$ cat config.mk
export PLATFORM = sky130hd
export DESIGN_NAME = pipemem_ctrl
export DESIGN_NICKNAME = d
export VERILOG_FILES = /design/src/rtl/pipemem_ctrl.sv
export SDC_FILE = /design/constraint.sdc
export NUM_CORES = 1
export LEC_CHECK = 0
export ABC_AREA = 0
export CORE_ASPECT_RATIO = 0.7
export CORE_MARGIN = 5
export CORE_UTILIZATION = 38
export CTS_CLUSTER_DIAMETER = 150
export DETAILED_ROUTE_END_ITERATION = 8
export GPL_ROUTABILITY_DRIVEN = 0
export HOLD_SLACK_MARGIN = 0.03
export PLACE_DENSITY_LB_ADDON = 0.15
export SETUP_SLACK_MARGIN = 0.4
export SLEW_MARGIN = 5
export SYNTH_ARGS = -nofsm -noshare
export SYNTH_HDL_FRONTEND = slang
export SYNTH_SLANG_ARGS = --single-unit
$ cat constraint.sdc
create_clock -name clk -period 1.9 [get_ports clk]
set_clock_uncertainty 0.2 [all_clocks]
set_input_delay 0.38 -clock clk [delete_from_list [all_inputs] [get_ports clk]]
set_output_delay 0.38 -clock clk [all_outputs]
set_load 0.01 [all_outputs]
$ cat src/rtl/pipemem_ctrl.sv
// Memory-stage access controller: turns MEM-stage loads/stores into req/ack transactions and stalls the pipeline until done.
// Optional misaligned-access trap (mexc port) is built when PIPEMEM_MISALIGN_TRAP_EN is defined.
module pipemem_ctrl (
    input  logic        clk,
    input  logic        clr,
    input  logic        mwmem,
    input  logic        mm2reg,
    input  logic [31:0] malu,
    input  logic [31:0] mb,
    input  logic [1:0]  msize,
    input  logic        msign,
    output logic [31:0] mmo,
    output logic        mstall,
`ifdef PIPEMEM_MISALIGN_TRAP_EN
    output logic        mexc,
`endif
    output logic        dreq,
    output logic        dwe,
    output logic [29:0] daddr,
    output logic [3:0]  dbe,
    output logic [31:0] dwdata,
    input  logic [31:0] drdata,
    input  logic        dack
);

    typedef enum logic [1:0] {IDLE, BUSY, DONE} state_t;

    state_t      state, next_state;
    logic        memop;
    logic        trap;
    logic        start;
    logic [1:0]  sz;
    logic        sg;
    logic [1:0]  lo;
    logic [3:0]  be_n;
    logic [31:0] wdata_n;
    logic [7:0]  lbyte;
    logic [15:0] lhalf;
    logic [31:0] ldata;

    assign memop = mwmem | mm2reg;

`ifdef PIPEMEM_MISALIGN_TRAP_EN
    assign trap = ((msize == 2'b01) && malu[0]) || (msize[1] && (malu[1:0] != 2'b00));
    assign mexc = (state == IDLE) && memop && trap;
`else
    assign trap = 1'b0;
`endif

    always_ff @(posedge clk) begin
        if (clr) state <= IDLE;
        else     state <= next_state;
    end

    always_comb begin
        next_state = state;
        mstall     = 1'b0;
        start      = 1'b0;
        case (state)
            IDLE: begin
                if (memop && !trap) begin
                    mstall     = 1'b1;
                    start      = 1'b1;
                    next_state = BUSY;
                end
            end
            BUSY: begin
                mstall = 1'b1;
                if (dack) next_state = DONE;
            end
            DONE:    next_state = IDLE;
            default: next_state = IDLE;
        endcase
    end

    // Store lane selection; unused low address bits are simply ignored for half/word.
    always_comb begin
        be_n    = 4'b1111;
        wdata_n = mb;
        case (msize)
            2'b00: begin
                be_n    = 4'b0001 << malu[1:0];
                wdata_n = {4{mb[7:0]}};
            end
            2'b01: begin
                be_n    = malu[1] ? 4'b1100 : 4'b0011;
                wdata_n = {2{mb[15:0]}};
            end
            default: begin
                be_n    = 4'b1111;
                wdata_n = mb;
            end
        endcase
    end

    always_comb begin
        lbyte = drdata[7:0];
        case (lo)
            2'b00: lbyte = drdata[7:0];
            2'b01: lbyte = drdata[15:8];
            2'b10: lbyte = drdata[23:16];
            2'b11: lbyte = drdata[31:24];
            default: lbyte = drdata[7:0];
        endcase
        lhalf = lo[1] ? drdata[31:16] : drdata[15:0];
        case (sz)
            2'b00:   ldata = {{24{sg & lbyte[7]}}, lbyte};
            2'b01:   ldata = {{16{sg & lhalf[15]}}, lhalf};
            default: ldata = drdata;
        endcase
    end

    // Request fields are captured once on entry to BUSY and stay stable until the ack.
    always_ff @(posedge clk) begin
        if (clr) begin
            mmo    <= 32'h0;
            dreq   <= 1'b0;
            dwe    <= 1'b0;
            daddr  <= 30'h0;
            dbe    <= 4'h0;
            dwdata <= 32'h0;
            sz     <= 2'b00;
            sg     <= 1'b0;
            lo     <= 2'b00;
        end else if (start) begin
            dreq   <= 1'b1;
            dwe    <= mwmem;
            daddr  <= malu[31:2];
            dbe    <= be_n;
            dwdata <= wdata_n;
            sz     <= msize;
            sg     <= msign;
            lo     <= malu[1:0];
        end else if ((state == BUSY) && dack) begin
            dreq <= 1'b0;
            if (!dwe) mmo <= ldata;
        end
    end

endmodule

==> results.toml <==
[global_routing]
use_met3_pct = 6.69
gr-total-overflow = 0
grtUsageTotal_pct = 25.8
antenna_found_initial = 1
grt_pass1_wl_um = 29400
grt_max_degree = 65
gr-max-usage-layer = "met2"
grtUsageMet1_pct = 34.8
grt_util_met2_pct = 42.2
grt_pass1_vias = 5382

[critical_path]
worstPathMaxFanout = 7
worstSetupEndpointType = "register"
crit_path_start_kind = "register"
worst-setup-path-type = "reg -> reg"
cp.arrival_ns = 1.99
cp.required_ns = 1.95

[placed_design]
dp_hpwl_um = 11900
port_buffers = 204

[logic_synthesis]
synth_common_cells = "nand2_1 (138), dfxtp_1 (107), a21oi_1 (58), nor2_1 (58)"
synthTopCellsByArea = "dfxtp_1 (46%), nand2_1 (11%), a21oi_1 (6.3%)"
synth_seq_cells = 107
synth_edf_count = 0
synth-seq-area-share_pct = 46.4
syn_avg_cell_area_um2 = 8.34
synth_top_area_share_pct = 46.4
synth_nets = 658
synth.distinct_cells = 41
yosysMostFrequentCell = "nand2_1"
yosys_warnings = 0
synthFlopType = "dfxtp_1"
yosysTopAreaCell = "dfxtp_1"
async_flop_share_pct = 0
syn_inst = 554
syn-cell-area_mm2 = 0.00462

[routing]
avgRoutedWirePerCell_um = 19.9
drtAntennaViolNets = 0
drtIter0Drc = 416
route.detailed.drc = 0
routed_wl_um = 19800
vias = 5348
first_pass_iters = 5
vias_per_cell = 5.36

[floorplan]
start_util_pct = 39.1
dieArea_mm2 = 0.0145
dieWidth_um = 142
io_pins = 205
core-area_mm2 = 0.0118
fp.dieH_um = 102
rows = 33

[timing]
slew_violations = 0
timing.final.crit_share_pct = 103
finalCriticalPeriod_ns = 1.95
tns_ns = -0.112
worst_pin_slew_ns = 0.573
slew_headroom_pct = 61.8
final-setup-viol-count = 6
rsz0062_at_grt = "yes"
fmax_mhz = 513
finalHoldViolCount = 0
setup_slack_ns = -0.0486

[power]
leakage_nw = 3.80
finalPower_mw = 7.03
ir_drop_uv = 491
p_per_area_mw_per_mm2 = 773

[final_layout]
area_growth_pct = 96.9
multi_input_area_mm2 = 0.00331
fin_nets = 939
drive_gt1_share_pct = 58.5
fill_cells = 802
antenna_cells = 0
area.sequential_mm2 = 0.00224

[cts]
numCtsBuffers = 9
clkSinkCount = 107
cts_tree = "yes"
cts_hold_buf = 0
clkLatencyLatePin_ns = 0.34
clk_pin_slew_ns = 0.08
clk_path_buf_depth = 2
cts.htree.levels = 3
root_buffer = "clkbuf_16"

[run]
cap_violations = 0

[worst_hold_path]
hold_path_class = "in -> reg"

[run_status]
status = "complete, but fails checks"
failed_checks = "setup timing"
[state kept, by name, indices dropped and copies added, names as in the netlist]
register and cells:
sg 1, daddr 30, mmo 32, dwdata 32, sz 2, lo 2
state 2, dbe 4, dwe 1, dreq 1
[metal layers]
metal | share of wire, % | wire, µm
met5 | 0.066 | 13
met4 | 1.0 | 201
met3 | 8.8 | 1750
met2 | 48 | 9600
met1 | 42 | 8280
[what timing repair did]
action                                  in CTS  in global routing
gates resized for setup                    589                180
pin swaps                                   83                 79
endpoints found under the setup margin     207                158
setup buffers                               32                 17
gates cloned                                16                  0
[critical path, cell delays in order (launching register included)]
cell	delay, ns
dfxtp_4	0.38
buf_4	0.14
buf_6	0.11
buf_6	0.11
nor3b_4	0.14
buf_6	0.15
buf_4	0.14
a32oi_4	0.20
a211oi_1	0.11
a21o_1	0.16
[metrics by stage]
stage	util [%]	cell area, µm²	hold WS (ns)	setup slack, ns	instances
after global routing	77.0	9100	0.127	-0.110	997
after floorplan	-	4680	0.270	0.164	554
final	77.0	9100	0.129	-0.0486	997
after CTS	73.8	8710	0.105	0.0416	980
after detailed placement	60.2	7110	0.249	-0.437	916
after global placement	60.2	7110	0.241	-0.418	916
[cell type report]
| class | instances | share of cell area (%) |
|---|---|---|
| well taps | 157 | 2.16 |
| clock buffers | 10 | 2.52 |
| repair buffers | 314 | 33.2 |
| multi-input cells | 400 | 36.4 |
| clock inverters | 6 | 0.963 |
| flip-flops and latches | 107 | 24.6 |
| inverters | 3 | 0.124 |
[cells in the final DEF (no fill, tap or decap), types with 3 or more instances in the layout]
cell type,count
clkdlybuf4s50_1,94
buf_2,85
nand2_1,73
dfxtp_2,56
buf_4,47
nand2_4,44
dfxtp_1,44
a21oi_2,40
nor2_1,40
a211oi_2,38
buf_6,33
nand2_2,21
mux2i_1,17
a21oi_1,17
clkdlybuf4s15_2,16
buf_12,15
nor2_4,14
o21ai_0,13
buf_16,11
clkbuf_16,9
a22o_1,7
a22oi_1,7
dfxtp_4,7
a311oi_1,6
a21o_1,6
dlygate4sd2_1,6
mux2_2,5
nor2_2,4
nor3_1,4
a32oi_4,4
a32oi_2,3
nor3_2,3
o21ai_1,3
buf_8,3
[power breakdown]
| part | switching, mW | internal (mW) |
|---|---|---|
| Clock | 0.864 | 1.16 |
| Sequential | 0.156 | 2.46 |
| Combinational | 1.14 | 1.24 |
| Total | 2.16 | 4.87 |
[logic make-up after synthesis]
group,after synthesis,share of synthesized area [%]
AO/OA/AOI/OAI,155,23.8
multiplexers,26,5.79
buffers and inverters,48,4.58
AND/OR/NAND/NOR,218,19.5
flip-flops,107,46.4
[worst paths after layout]
path                                  from    endpoint  slack (ns)  cells after the start
worst max-delay path                 lo[0]      mmo[4]       -0.05                      9
worst min-delay path                   clr      mmo[8]        0.13                      2
worst max register to register       lo[0]      mmo[4]       -0.05                      9
worst min register to register  dwdata[29]  dwdata[29]        0.25                      2
(Power assumes the default switching activity.)
